$ cat config.mk
export PLATFORM = sky130hd
export DESIGN_NAME = alu16_unit
export DESIGN_NICKNAME = d
export VERILOG_FILES = /design/src/rtl/alu16_unit.sv
export SDC_FILE = /design/constraint.sdc
export NUM_CORES = 1
export LEC_CHECK = 0
export ABC_AREA = 0
export BUFFER_PORTS_ARGS = -buffer_cell sky130_fd_sc_hd__clkbuf_2
export CORE_UTILIZATION = 30
export CTS_CLUSTER_SIZE = 12
export DETAILED_ROUTE_END_ITERATION = 8
export SETUP_SLACK_MARGIN = 0.05
export SLEW_MARGIN = 20
export SYNTH_ARGS = -nofsm -noshare
export SYNTH_HDL_FRONTEND = slang
export SYNTH_SLANG_ARGS = --single-unit
$ cat constraint.sdc
create_clock -name i_Clk -period 2.6 [get_ports i_Clk]
set_input_delay 0.13 -clock i_Clk [delete_from_list [all_inputs] [get_ports i_Clk]]
set_output_delay 0.13 -clock i_Clk [all_outputs]
set_load 0.03 [all_outputs]
$ cat src/rtl/alu16_unit.sv
// Multi-cycle 16-bit adder for ADD HL,rr / ADD SP,e8 / INC rr / DEC rr, computed as two byte halves.
// Define ALU16_SINGLE_CYCLE_EN to compute the whole sum in one state (LOW -> DONE).
module alu16_unit (
  input  logic        i_Clk,
  input  logic        i_Rst_n,
  input  logic        i_Enable,
  input  logic        i_Start,
  input  logic [1:0]  i_Mode,
  input  logic [15:0] i_Base,
  input  logic [15:0] i_Operand,
  input  logic [3:0]  i_Flags,
  output logic        o_Busy,
  output logic        o_Done,
  output logic [15:0] o_Result,
  output logic [3:0]  o_Flags,
  output logic        o_Save_Flags
);

  typedef enum logic [1:0] {
    S_IDLE,
    S_LOW,
`ifndef ALU16_SINGLE_CYCLE_EN
    S_HIGH,
`endif
    S_DONE
  } state_e;

  typedef enum logic [1:0] {
    MODE_ADD16  = 2'b00,
    MODE_ADD_E8 = 2'b01,
    MODE_INC16  = 2'b10,
    MODE_DEC16  = 2'b11
  } mode_e;

  state_e      state_q, state_d;
  mode_e       mode_q, mode_d;
  logic [15:0] base_q, base_d;
  logic [15:0] opnd_q, opnd_d;
  logic        z_q, z_d;
  logic        h_lo_q, h_lo_d;
  logic        c_lo_q, c_lo_d;
  logic        h16_q, h16_d;
  logic        c16_q, c16_d;
  logic [15:0] result_q, result_d;
  logic        busy_q, busy_d;
`ifndef ALU16_SINGLE_CYCLE_EN
  logic [7:0]  lo_q, lo_d;
`endif

  logic [15:0] opb;
  logic [8:0]  lo_sum;
  logic [4:0]  lo_nib;
  logic        hi_cin;
  logic [8:0]  hi_sum;
  logic [4:0]  hi_nib;
  logic        flags_unused;

  // Only Z is carried through; N/H/C are always recomputed.
  assign flags_unused = ^i_Flags[2:0];

  always_comb begin
    opb = 16'h0000;
    unique case (mode_q)
      MODE_ADD16:  opb = opnd_q;
      MODE_ADD_E8: opb = {{8{opnd_q[7]}}, opnd_q[7:0]};
      MODE_INC16:  opb = 16'h0001;
      MODE_DEC16:  opb = '1;
      default:     opb = 16'h0000;
    endcase
  end

  assign lo_sum = {1'b0, base_q[7:0]} + {1'b0, opb[7:0]};
  assign lo_nib = {1'b0, base_q[3:0]} + {1'b0, opb[3:0]};
`ifdef ALU16_SINGLE_CYCLE_EN
  assign hi_cin = lo_sum[8];
`else
  assign hi_cin = c_lo_q;
`endif
  assign hi_sum = {1'b0, base_q[15:8]} + {1'b0, opb[15:8]} + {8'h00, hi_cin};
  assign hi_nib = {1'b0, base_q[11:8]} + {1'b0, opb[11:8]} + {4'h0, hi_cin};

  always_comb begin
    state_d  = state_q;
    mode_d   = mode_q;
    base_d   = base_q;
    opnd_d   = opnd_q;
    z_d      = z_q;
    h_lo_d   = h_lo_q;
    c_lo_d   = c_lo_q;
    h16_d    = h16_q;
    c16_d    = c16_q;
    result_d = result_q;
    busy_d   = busy_q;
`ifndef ALU16_SINGLE_CYCLE_EN
    lo_d     = lo_q;
`endif
    if (i_Enable) begin
      unique case (state_q)
        S_IDLE: begin
          if (i_Start) begin
            mode_d  = mode_e'(i_Mode);
            base_d  = i_Base;
            opnd_d  = i_Operand;
            z_d     = i_Flags[3];
            busy_d  = 1'b1;
            state_d = S_LOW;
          end
        end
        S_LOW: begin
          h_lo_d = lo_nib[4];
          c_lo_d = lo_sum[8];
`ifdef ALU16_SINGLE_CYCLE_EN
          h16_d    = hi_nib[4];
          c16_d    = hi_sum[8];
          result_d = {hi_sum[7:0], lo_sum[7:0]};
          state_d  = S_DONE;
`else
          lo_d    = lo_sum[7:0];
          state_d = S_HIGH;
`endif
        end
`ifndef ALU16_SINGLE_CYCLE_EN
        S_HIGH: begin
          h16_d    = hi_nib[4];
          c16_d    = hi_sum[8];
          result_d = {hi_sum[7:0], lo_q};
          state_d  = S_DONE;
        end
`endif
        S_DONE: begin
          busy_d  = 1'b0;
          state_d = S_IDLE;
        end
        default: state_d = S_IDLE;
      endcase
    end
  end

  always_ff @(posedge i_Clk or negedge i_Rst_n) begin
    if (!i_Rst_n) begin
      state_q  <= S_IDLE;
      mode_q   <= MODE_ADD16;
      base_q   <= '0;
      opnd_q   <= '0;
      z_q      <= 1'b0;
      h_lo_q   <= 1'b0;
      c_lo_q   <= 1'b0;
      h16_q    <= 1'b0;
      c16_q    <= 1'b0;
      result_q <= '0;
      busy_q   <= 1'b0;
`ifndef ALU16_SINGLE_CYCLE_EN
      lo_q     <= '0;
`endif
    end else begin
      state_q  <= state_d;
      mode_q   <= mode_d;
      base_q   <= base_d;
      opnd_q   <= opnd_d;
      z_q      <= z_d;
      h_lo_q   <= h_lo_d;
      c_lo_q   <= c_lo_d;
      h16_q    <= h16_d;
      c16_q    <= c16_d;
      result_q <= result_d;
      busy_q   <= busy_d;
`ifndef ALU16_SINGLE_CYCLE_EN
      lo_q     <= lo_d;
`endif
    end
  end

  // Flags are zero outside DONE so the downstream OR-combined flag bus is undisturbed.
  always_comb begin
    o_Flags      = 4'h0;
    o_Save_Flags = 1'b0;
    if (state_q == S_DONE) begin
      unique case (mode_q)
        MODE_ADD16: begin
          o_Flags      = {z_q, 1'b0, h16_q, c16_q};
          o_Save_Flags = 1'b1;
        end
        MODE_ADD_E8: begin
          o_Flags      = {1'b0, 1'b0, h_lo_q, c_lo_q};
          o_Save_Flags = 1'b1;
        end
        default: begin
          o_Flags      = 4'h0;
          o_Save_Flags = 1'b0;
        end
      endcase
    end
  end

  assign o_Busy   = busy_q;
  assign o_Done   = (state_q == S_DONE);
  assign o_Result = result_q;

endmodule

==> flow_summary.ini <==
[route]
drc = 0
ant_nets = 0
routed_wl_um = 7380
wl_per_cell_um = 14.4
drtPass1Iterations = 4
viasPerCell = 4.80
drtIter0Drc = 146
vias = 2465

[cts]
numCtsBuffers = 9
cts_buffer_depth = 2
clk_latency_ns = 0.33
clkTransAtPathRegs_ns = 0.06
cts_sinks = 66
cts_tree = done
htreeDepth = 3
clockRootBuffer = clkbuf_16

[worst_hold_path]
hp-class = in2async

[yosys]
syn_nets = 368
synth.most_common_cell = dfrtp_1
yosysSeqAreaShare = 0.476
syn_area_um2 = 3470
yosysWarnings = 0
yosys_register_bits = 66
ys.flop_type = dfrtp_1
netlist_instances = 304
syn_avg_cell_area_um2 = 11.4
synth_area_leaders = dfrtp_1, mux2_1, ha_1
synth_common_cells = dfrtp_1, mux2_1, nand2_1
synth-edff-count = 0
async_reset_ff_frac = 1.00
synth_area_leader_cell = dfrtp_1
yosysUniqueCellTypes = 49
synth_top_cell_area_share = 0.476

[power_and_ir_drop]
p_leak_uw = 0.00203
p_per_area_nw_per_um2 = 1500
ir_drop_mv = 0.430

[outcome]
violations = hold timing
status = complete, but fails checks

[grt]
grt_max_degree = 67
antenna_found_initial = 0
grt_pass1_vias = 2471
grtUsageTotal = 0.136
grt_pass1_wl_um = 12200
overflow = 0

[placed_design]
portBuffers = 60
routabilityCongestion = 0.824
dp_hpwl_um = 5570

[finish]
area_growth_pct = 21.9
n_antenna_cell = 0
drive_gt1_frac = 0.241
utilization = 0.383
final_nets = 433

[floorplanning]
dieHeight_um = 110
ios = 65
initial_utilization = 0.315
rows = 38
die_area_um2 = 12000
core_area_um2 = 11000
die_w_um = 110

[setup_path]
critPathArrivalTime_ns = 2.53
worst-setup-path-type = reg2reg
crit_fanout = 3
worst_setup_path_end_kind = flip-flop
cp-start-kind = flip-flop
critPathRequiredTime_ns = 2.83

[timing]
finalMaxSlewViolations = 0
rsz0062_at_grt = no
hold_viol = 10
max_slew.worst_pin.slew_ns = 0.843
fin_setup_tns_ns = 0
setup_violations = 0
fin_skew_ns = 0.00864
max-slew-margin-rel = 0.438
min_period_ns = 2.31
max_freq_ghz = 0.433
hold_slack_ns = -0.00756
fin_crit_sh = 0.888

[job]
cap_violations = 0
-- power breakdown --
part           switching (uW)  internal [uW]  leakage (uW)
registers                 322           1540      0.000802
logic                    1860           1470       0.00108
clock network             418            720      0.000143
total                    2600           3730       0.00203
-- cell type report --
cell class | count | area [um^2]
Clock buffer | 14 | 274
Tap cell | 140 | 175
Multi-Input combinational cell | 210 | 1710
Fill cell | 1112 | 6800
Sequential cell | 66 | 1650
Inverter | 15 | 56.3
Timing Repair Buffer | 67 | 353
Clock inverter | 2 | 10.0
-- worst max-delay path, stage by stage, from the launching register on --
cell      delay, ns
dfrtp_1        0.39
o21a_1         0.19
a21oi_1        0.15
fa_1           0.22
inv_1          0.06
fa_1           0.44
a211oi_2       0.25
nor2_1         0.08
o31a_1         0.26
o21a_1         0.18
-- layout by cell type (no fill, tap or decap), drive strengths merged, types with 3 or more instances in the layout --
cell,instances
mux2,44
nor3,4
buf,7
nand2,23
inv,15
o21ai,20
nand3,4
clkbuf,74
dfrtp,66
nor2,6
fa,3
nor3b,8
xor2,3
o31ai,3
a211oi,5
a21o,10
o21a,7
nor4b,3
a21oi,11
ha,19
-- sequential cells by signal, indices dropped and copies added, names as in the netlist --
name	flops
o_Busy	1
h16_q	1
base_q	16
h_lo_q	1
z_q	1
state_q	2
mode_q	2
o_Result	16
lo_q	8
c16_q	1
opnd_q	16
c_lo_q	1
-- what timing repair did --
action,CTS,global route
gates resized for setup,0,2
endpoints found under the setup margin,0,2
hold buffers,0,0
buffers inserted,0,0
-- metal layers --
| layer | part of all wire | up-vias | GRT usage |
|---|---|---|---|
| met1 | 0.48 | 1185 | 0.181 |
| met2 | 0.45 | 43 | 0.205 |
| met3 | 0.045 | 9 | 0.0302 |
| li1 | - | 1228 | - |
| met5 | 0 | - | 0 |
| met4 | 0.022 | 0 | 0.0743 |
-- kinds of logic after synthesis --
group                      count (synthesis)  synth area share
buffers and inverters                     28            0.0346
adders and majority gates                 22            0.0858
other                                      1           0.00108
and+or+nand+nor                           62             0.101
AOI/OAI and AO/OA                         74             0.141
DFF                                       66             0.476
xor gates and xnor gates                   5            0.0126
muxes                                     46             0.149
-- worst paths after layout --
| path | from | end | cells past startpoint | slack (ns) |
|---|---|---|---|---|
| min in group i_Clk | i_Base[12] | base_q[12] | 2 | 0.01 |
| worst max-delay path | opnd_q[7] | c16_q | 9 | 0.29 |
| worst min register to register | lo_q[3] | lo_q[3] | 2 | 0.48 |
| worst max register to register | opnd_q[7] | c16_q | 9 | 0.29 |
| max in group asynchronous | i_Rst_n | o_Result[13] | 2 | 2.06 |
| worst min-delay path | i_Rst_n | base_q[5] | 2 | -0.008 |
-- metrics by stage --
step	instances	setup WS, ns	total power (uW)	area (um^2)
6_report	514	0.292	6330	4230
2_1_floorplan	304	0.200	4330	3470
3_5_place_dp	498	0.225	5170	3930
3_3_place_gp	498	0.237	5110	3930
5_1_grt	514	0.0874	6880	4230
4_1_cts	514	0.201	6340	4220
Power figures use the tool's default switching activity.
